## config.mk

```make
export PLATFORM = sky130hd
export DESIGN_NAME = fxp_div_stream_flat
export DESIGN_NICKNAME = d
export VERILOG_FILES = /design/src/rtl/fxp_div_stream_if.sv /design/src/rtl/fxp_div_stream.sv /design/src/flat_wrapper.sv
export SDC_FILE = /design/constraint.sdc
export NUM_CORES = 1
export LEC_CHECK = 0
export CAP_MARGIN = 20
export CORE_ASPECT_RATIO = 1.1
export CORE_MARGIN = 3
export CORE_UTILIZATION = 36
export DETAILED_ROUTE_END_ITERATION = 6
export SLEW_MARGIN = 20
export SYNTH_ARGS = -nofsm -noshare
export SYNTH_HDL_FRONTEND = slang
export SYNTH_SLANG_ARGS = --single-unit
```

## constraint.sdc

```tcl
create_clock -name clk -period 6.9 [get_ports clk]
set_input_delay 1.38 -clock clk [delete_from_list [all_inputs] [get_ports clk]]
set_output_delay 1.38 -clock clk [all_outputs]
set_load 0.1 [all_outputs]
```

## src/rtl/fxp_div_stream_if.sv

```systemverilog
// fxp_div_stream_if: request/result handshake bundle for fxp_div_stream.
interface fxp_div_stream_if #(
  parameter int WIDTH = 16,
  parameter int TAGW = 4
);
  logic in_valid, in_ready;
  logic [WIDTH-1:0] in_a, in_b;
  logic [TAGW-1:0] in_tag;
  logic out_valid, out_ready;
  logic [WIDTH-1:0] out_val;
  logic [TAGW-1:0] out_tag;
  logic out_dbz, out_ovf, busy;
  modport master (
    output in_valid, in_a, in_b, in_tag, out_ready,
    input in_ready, out_valid, out_val, out_tag, out_dbz, out_ovf, busy
  );
  modport slave (
    input in_valid, in_a, in_b, in_tag, out_ready,
    output in_ready, out_valid, out_val, out_tag, out_dbz, out_ovf, busy
  );
endinterface

```

## src/rtl/fxp_div_stream.sv

```systemverilog
// fxp_div_stream: streaming signed fixed-point divider, BPC quotient bits per cycle, round-half-to-even.
// Define FXP_DIV_SAT_EN to saturate on overflow and divide-by-zero instead of returning 0.
module fxp_div_stream #(
  parameter int WIDTH = 16,
  parameter int FBITS = 8,
  parameter int BPC = 1,
  parameter int TAGW = 4
) (
  input logic clk,
  input logic rst_n,
  fxp_div_stream_if.slave bus
);
  localparam int N = WIDTH + FBITS + 1;
  localparam int C = (N + BPC - 1) / BPC;
  localparam int P = C * BPC;
  localparam int CW = $clog2(C + 1);
  localparam logic [WIDTH-1:0] MAXV = {1'b0, {(WIDTH-1){1'b1}}};
  localparam logic [WIDTH-1:0] MINV = {1'b1, {(WIDTH-1){1'b0}}};
  localparam logic [N-1:0] LIM = N'(MINV);
  typedef enum logic [1:0] {IDLE, CALC, ROUND, OUT} state_e;
  state_e state_q;
  logic [WIDTH-1:0] b_q, r_q, r_d, abs_a, abs_b, res, ovf_val, dbz_val;
  logic [P-1:0] qd_q, qd_d;
  logic [CW-1:0] cnt_q;
  logic [TAGW-1:0] tag_q;
  logic [WIDTH:0] t;
  logic [N-1:0] m;
  logic sign_q, ge, ovf, accept;
  assign bus.in_ready = state_q == IDLE || (state_q == OUT && bus.out_ready);
  assign bus.busy = state_q != IDLE;
  assign accept = bus.in_valid && bus.in_ready;
  assign abs_a = bus.in_a[WIDTH-1] ? -bus.in_a : bus.in_a;
  assign abs_b = bus.in_b[WIDTH-1] ? -bus.in_b : bus.in_b;
  // qd holds the remaining dividend bits on top and shifts quotient bits in at the bottom
  always_comb begin
    r_d = r_q;
    qd_d = qd_q;
    t = '0;
    ge = 1'b0;
    for (int i = 0; i < BPC; i++) begin
      t = {r_d, qd_d[P-1]};
      ge = t >= {1'b0, b_q};
      qd_d = {qd_d[P-2:0], ge};
      r_d = ge ? WIDTH'(t - {1'b0, b_q}) : t[WIDTH-1:0];
    end
  end
  assign m = {1'b0, qd_q[N-1:1]} + N'(qd_q[0] && (qd_q[1] || r_q != '0));
  assign ovf = sign_q ? m > LIM : m >= LIM;
  assign res = sign_q ? -m[WIDTH-1:0] : m[WIDTH-1:0];
`ifdef FXP_DIV_SAT_EN
  assign ovf_val = sign_q ? MINV : MAXV;
  assign dbz_val = bus.in_a[WIDTH-1] ? MINV : (|bus.in_a ? MAXV : '0);
`else
  assign ovf_val = '0;
  assign dbz_val = '0;
`endif
  always_ff @(posedge clk or negedge rst_n) begin
    if (!rst_n) begin
      state_q <= IDLE;
      b_q <= '0;
      r_q <= '0;
      qd_q <= '0;
      cnt_q <= '0;
      tag_q <= '0;
      sign_q <= 1'b0;
      bus.out_valid <= 1'b0;
      bus.out_val <= '0;
      bus.out_tag <= '0;
      bus.out_dbz <= 1'b0;
      bus.out_ovf <= 1'b0;
    end else if (accept) begin
      state_q <= bus.in_b == '0 ? OUT : CALC;
      sign_q <= bus.in_a[WIDTH-1] ^ bus.in_b[WIDTH-1];
      b_q <= abs_b;
      r_q <= '0;
      qd_q <= P'(abs_a) << (FBITS + 1);
      cnt_q <= '0;
      tag_q <= bus.in_tag;
      bus.out_valid <= bus.in_b == '0;
      bus.out_val <= dbz_val;
      bus.out_tag <= bus.in_tag;
      bus.out_dbz <= bus.in_b == '0;
      bus.out_ovf <= 1'b0;
    end else begin
      case (state_q)
        CALC: begin
          r_q <= r_d;
          qd_q <= qd_d;
          cnt_q <= cnt_q + 1'b1;
          if (cnt_q == CW'(C - 1)) state_q <= ROUND;
        end
        ROUND: begin
          state_q <= OUT;
          bus.out_valid <= 1'b1;
          bus.out_val <= ovf ? ovf_val : res;
          bus.out_tag <= tag_q;
          bus.out_dbz <= 1'b0;
          bus.out_ovf <= ovf;
        end
        OUT: if (bus.out_ready) begin
          state_q <= IDLE;
          bus.out_valid <= 1'b0;
        end
        default: ;
      endcase
    end
  end
endmodule

```

## src/flat_wrapper.sv

```systemverilog
// flat-port wrapper written by rule: the top's interface ports become plain ports
module fxp_div_stream_flat 
#(
  parameter int WIDTH = 16,
  parameter int FBITS = 8,
  parameter int BPC = 1,
  parameter int TAGW = 4
)
  (clk, rst_n, bus_in_valid, bus_in_a, bus_in_b, bus_in_tag, bus_out_ready, bus_in_ready, bus_out_valid, bus_out_val, bus_out_tag, bus_out_dbz, bus_out_ovf, bus_busy);
  fxp_div_stream_if #(.WIDTH(WIDTH), .TAGW(TAGW)) bus_i ();
  input logic clk;
  input logic rst_n;
  input wire logic [$bits(bus_i.in_valid)-1:0] bus_in_valid;
  input wire logic [$bits(bus_i.in_a)-1:0] bus_in_a;
  input wire logic [$bits(bus_i.in_b)-1:0] bus_in_b;
  input wire logic [$bits(bus_i.in_tag)-1:0] bus_in_tag;
  input wire logic [$bits(bus_i.out_ready)-1:0] bus_out_ready;
  output wire logic [$bits(bus_i.in_ready)-1:0] bus_in_ready;
  output wire logic [$bits(bus_i.out_valid)-1:0] bus_out_valid;
  output wire logic [$bits(bus_i.out_val)-1:0] bus_out_val;
  output wire logic [$bits(bus_i.out_tag)-1:0] bus_out_tag;
  output wire logic [$bits(bus_i.out_dbz)-1:0] bus_out_dbz;
  output wire logic [$bits(bus_i.out_ovf)-1:0] bus_out_ovf;
  output wire logic [$bits(bus_i.busy)-1:0] bus_busy;
  assign bus_i.in_valid = bus_in_valid;
  assign bus_i.in_a = bus_in_a;
  assign bus_i.in_b = bus_in_b;
  assign bus_i.in_tag = bus_in_tag;
  assign bus_i.out_ready = bus_out_ready;
  assign bus_in_ready = bus_i.in_ready;
  assign bus_out_valid = bus_i.out_valid;
  assign bus_out_val = bus_i.out_val;
  assign bus_out_tag = bus_i.out_tag;
  assign bus_out_dbz = bus_i.out_dbz;
  assign bus_out_ovf = bus_i.out_ovf;
  assign bus_busy = bus_i.busy;
  fxp_div_stream #(.WIDTH(WIDTH), .FBITS(FBITS), .BPC(BPC), .TAGW(TAGW)) u_core (.clk(clk), .rst_n(rst_n), .bus(bus_i));
endmodule
```

; Word-level counts from Yosys, hierarchy flattened
; Index checks and enable logic that the tools add are counted.
[classes]
n_reduce_logical = 15
mux = 28
n_addsub = 6
order_cmp = 3
bitwise = 1
n_eq_ne = 6
[op_table]
columns = cell, n
row1 = two-way mux 16 bit, 9
row2 = two-way mux 25 bit, 2
row3 = negation 16 bit, 3
row4 = adder 24 x 1 -> 25 bit, 1
row5 = >= comparator 25 x 16 -> 1 bit (second input constant), 1
row6 = > comparator 25 x 16 -> 1 bit (second input constant), 1
row7 = >= comparator 17 x 16 -> 1 bit, 1
row8 = logical NOT 16 bit, 1
row9 = nonzero test 16 bit, 1
row10 = subtractor 16 bit, 1
row11 = two-way mux 5 bit, 2
row12 = two-way mux 2 bit, 4
row13 = two-way mux 4 bit, 2
row14 = two-way mux 1 bit, 7
row15 = case mux 2 bit (3 select lines), 1
row16 = nonzero test 2 bit, 3
row17 = adder 5 x 1 -> 5 bit (second input constant), 1
row18 = == test 5 bit (second input constant), 1
row19 = == test 2 bit (second input constant), 2
row20 = nonzero test 4 bit, 1
row21 = logical AND 1 bit, 3
row22 = inequality test 3 x 1 -> 1 bit (second input constant), 1
row23 = inequality test 3 x 2 -> 1 bit (second input constant), 1
row24 = AND reduction 3 bit, 1
row25 = 7 further kinds, 8
[totals]
regBits = 92
out_inout_bits = 25

; Logic depth before layout (Yosys ltp)
[logic_depth]
word_depth = 9
mapped_depth = 11

; Worst setup path before layout
; OpenSTA, ideal clock, no wires.
[synth_path]
path_type = in2out
start = in bus_out_ready
end = out bus_in_ready
t_arrival_ns = 2.166
required_ns = 5.520
setup_slack_ns = 3.354
path_buffers = 0
stages = 2
path_cell_list = nand3_1 nand2_1
[synth_between]
elab_chain_cells = 2
[synth_lines]
columns = item, line
row1 = "start, declared", flat_wrapper.sv:17  ; input wire logic [$bits(bus_i.out_ready)-1:0] bus_out_ready;
row2 = logical AND 1 bit, fxp_div_stream.sv:29  ; assign bus.in_ready = state_q == IDLE || (state_q == OUT && bus.out_ready);
row3 = logical OR 1 bit, fxp_div_stream.sv:29
row4 = "end, declared", flat_wrapper.sv:18  ; output wire logic [$bits(bus_i.in_ready)-1:0] bus_in_ready;
; Every way passes these cells.

; Worst setup path after layout
; Ends and elaborated chain as after synthesis.

==> metrics.log <==
[metrics] horizontal extent of the die: about 130 um
[metrics] DP Wirelength: approximately 11,000 um
[metrics] share of the synthesized area in the top cell type: between 30 and 40%
[metrics] critical path endpoint category: primary output
[metrics] Setup WS pre-CTS: 2.22 ns
[metrics] Static Leak: just over 3 nW
[metrics] post-synthesis area per instance: slightly below 9 um^2
[metrics] min Tclk post-route: about 4.7 ns
[metrics] total global-route track usage: ~16%
[metrics] clock insertion delay at the later pin of the skew report: around 0.35 ns
[metrics] Final Power: ~3.9 mW
[metrics] vertical extent of the die: ~140 um
[metrics] area of all placed cells without fillers: 7310 um^2
[metrics] total of max-cap violations: 0
[metrics] kind of start point of the critical path: primary input
[metrics] nets: just over 800
[metrics] area growth from synthesis to layout: 17.6%
[metrics] unique cell type count in the Yosys netlist: just under 70
[metrics] clock root buffer master: clkbuf_16
[metrics] status: finished, final reports clean
[metrics] first-pass iteration count of the detailed router: 5
[metrics] leading area contributor after synthesis: dfrtp_1
[metrics] fraction of final layout cells sized beyond drive strength 1: under 10%
[metrics] net switching component of the power: ~1.9 mW
[metrics] initial core utilization: between 30% and 40%
[metrics] number of antenna violations at the first check in global routing: 0
[metrics] area enclosed by the die boundary: ~19,000 um^2
[metrics] final number of max-transition violations: 0
[metrics] Peak VDD IR: 0.000296 V
[metrics] cts hold-fix bufs: 0
[metrics] number of enable-type register cells in the synthesized netlist: 0
[metrics] highest-count cells in the layout ignoring fill and taps: 108 x nand2_1, 92 x dfrtp_1, 78 x o21ai_0
[metrics] Post-Synthesis Cell Area: between 6000 and 7000 um^2
[metrics] vias in the first global route: roughly 5,000
[metrics] maximum level of the CTS H-tree: 3
[metrics] worst-case clock skew: 0.00573 ns
[metrics] global-route wire length before repair: between 20,000 and 25,000 um
[metrics] global placement routability congestion: 0.828
[metrics] placed cell area: roughly 7000 um^2
[metrics] total core area: approximately 17,000 um^2
[metrics] vias after detailed routing: around 5,200
[metrics] post-synthesis async set-or-reset flop share: 100%
[metrics] synth top area cells: dfrtp_1 37%, nand2_1 6.6%, o21ai_0 6.3%, xnor2_1 5.4%, ha_1 4.4%
[metrics] fraction of power consumed by sequential logic: approximately 28%
[metrics] cell count after synthesis: ~720
[metrics] Wirelength per Cell: between 10 and 15 um
[metrics] clock slew at the register clock pins of the worst setup and hold paths: about 0.070 ns
[metrics] Clock Sinks: 92
[metrics] final worst-path setup slack: 2.18 ns
[metrics] number of clock buffers inserted by TritonCTS: 9
[metrics] Required @ worst endpoint: approximately 5.5 ns
[metrics] overflow left after global routing: 0
[metrics] count of synthesis-stage warnings from yosys: 0
[metrics] fraction of the cycle the final worst path needs: between 60% and 70%
[metrics] timing-limited maximum frequency: around 210 MHz
[metrics] sequential element share of the synthesized area: between 30 and 40%
[metrics] number of standard-cell rows in the floorplan: 49
[metrics] slew at the pin closest to its max-slew limit: approximately 1.0 ns
[metrics] number of antenna-violating nets in the routed design: 0
[metrics] CTS resizes: 0
[metrics] signal arrival time at the worst endpoint: about 3.3 ns
[metrics] Synth Flop Type: dfrtp_1
[metrics] number of storage elements in the synthesis netlist: between 90 and 100
[metrics] Post-CTS Setup Repair Bufs: 0
[metrics] most common cell after layout, fill and taps aside: nand2_1
[metrics] hold crit path type: reg -> reg
[metrics] count of buffers from port buffering: 64
[metrics] Pwr Density: about 530 nW/um^2
[metrics] via/cell ratio: about 5.3
[metrics] number of DRC markers after the initial detailed-route iteration: around 340
[metrics] proportion of power drawn by combinational gates: between 50% and 60%
[metrics] total routed wirelength: roughly 15,000 um
[metrics] clock tree from TritonCTS: done
[metrics] RSZ-0062 raised after global routing: false
[metrics] type of the setup path with the least slack: in -> out
[metrics] Inserted Diodes: 0
[metrics] Pint: a little over 2 mW
[metrics] total I/O pin count: 65
[metrics] Final Hold Fails: 0
[metrics] Final setup violation count: 0
[metrics] number of remaining DRC errors: 0
[metrics] fill cell count: 1,611
[metrics] switching fraction of total power: a little under half
[metrics] clock power share: 14.8%
[metrics] buffers from clock root to sink, at most: 2
[metrics] relative max-transition margin: around 33%
[metrics] largest net degree at the start of global routing: between 70 and 80
[metrics] maximum fanout along the worst path: 3
[metrics] post-synth net total: around 780
[metrics] Total Neg Setup Slack: 0 ns
-- power by group through the flow --
stage / registers [mW] / logic, mW / clock network [mW]
after floorplan: 1.18 / 1.67 / 0
after global placement: 1.07 / 2.18 / 0
after detailed placement: 1.08 / 2.24 / 0
after CTS: 1.07 / 2.25 / 0.592
after global routing: 1.11 / 2.51 / 0.615
final: 1.07 / 2.24 / 0.576
-- flip-flops by register name (all words and copies together) (netlist names), 2 cells and up --
| name | flops |
|---|---|
| u_core.b_q | 16 |
| u_core.bus.out_tag | 4 |
| u_core.state_q | 2 |
| u_core.qd_q | 25 |
| u_core.r_q | 16 |
| u_core.bus.out_val | 16 |
| u_core.tag_q | 4 |
| u_core.cnt_q | 5 |
-- worst max-delay path: stages --
cell             delay, ns
clkdlybuf4s50_1       0.50
nand3_1               0.12
nand2_1               0.17
clkdlybuf4s50_1       1.16
-- per-stage QoR --
stage / hold slack (ns) / utilization, % / instances
floorplan: 0.440 / - / 718
global placement: 0.460 / 41.8 / 974
detailed placement: 0.465 / 41.8 / 974
CTS: 0.482 / 43.9 / 990
global route: 0.491 / 44.0 / 990
finish: 0.475 / 44.0 / 990
-- per-layer routing --
layer / share of wire, % / vias up / wire (um) / global-route usage, %
met3: 3.9 / 14 / 569 / 3.26
met4: 1.4 / 0 / 201 / 4.70
li1: - / 2651 / - / -
met1: 46 / 2468 / 6630 / 20.0
met5: 0 / - / 0 / 0
met2: 49 / 116 / 7160 / 27.3
-- Yosys cell counts (all sizes together) (11+ instances only) --
cell / count
o21ai: 84
xnor2: 38
a22oi: 11
nand3: 31
o31ai: 14
a21oi: 24
a31oi: 15
or4: 11
nor2: 42
mux2i: 16
nand2: 109
clkbuf: 27
ha: 22
dfrtp: 92
buf: 15
inv: 30
xor2: 26
-- final timing paths --
kind                                              from                                end  slack, ns  depth (start not counted)
hold reg to reg            u_core.tag_q[3]$_DFFE_PN0P_        u_core.tag_q[3]$_DFFE_PN0P_       0.47                          2
setup reg to reg             u_core.r_q[4]$_DFFE_PN0P_  u_core.bus.out_val[7]$_DFFE_PN0P_       3.69                          9
max in group asynchronous                        rst_n          u_core.b_q[2]$_DFFE_PN0P_       4.81                          2
hold / removal             u_core.tag_q[3]$_DFFE_PN0P_        u_core.tag_q[3]$_DFFE_PN0P_       0.47                          2
setup / recovery                         bus_out_ready                       bus_in_ready       2.18                          4
min in group asynchronous                        rst_n  u_core.bus.out_val[1]$_DFFE_PN0P_       0.91                          1
-- area by class of cell --
type,count,area (um^2),share of cell area (%)
clock buffers,9,225,3.08
well taps,229,287,3.92
inverters,30,113,1.54
repair buffers,69,676,9.25
multi-input cells,554,3580,49.0
clock inverters,7,124,1.70
flip-flops and latches,92,2300,31.5
-- cells by family after synthesis --
| family | synth area share (%) |
|---|---|
| simple gates | 20.6 |
| compound gates | 20.1 |
| flops | 37.1 |
| buf+inv | 5.52 |
| xor+xnor | 9.02 |
| fa+ha+maj | 4.75 |
| mux | 2.96 |
(Power assumes the default switching activity.)
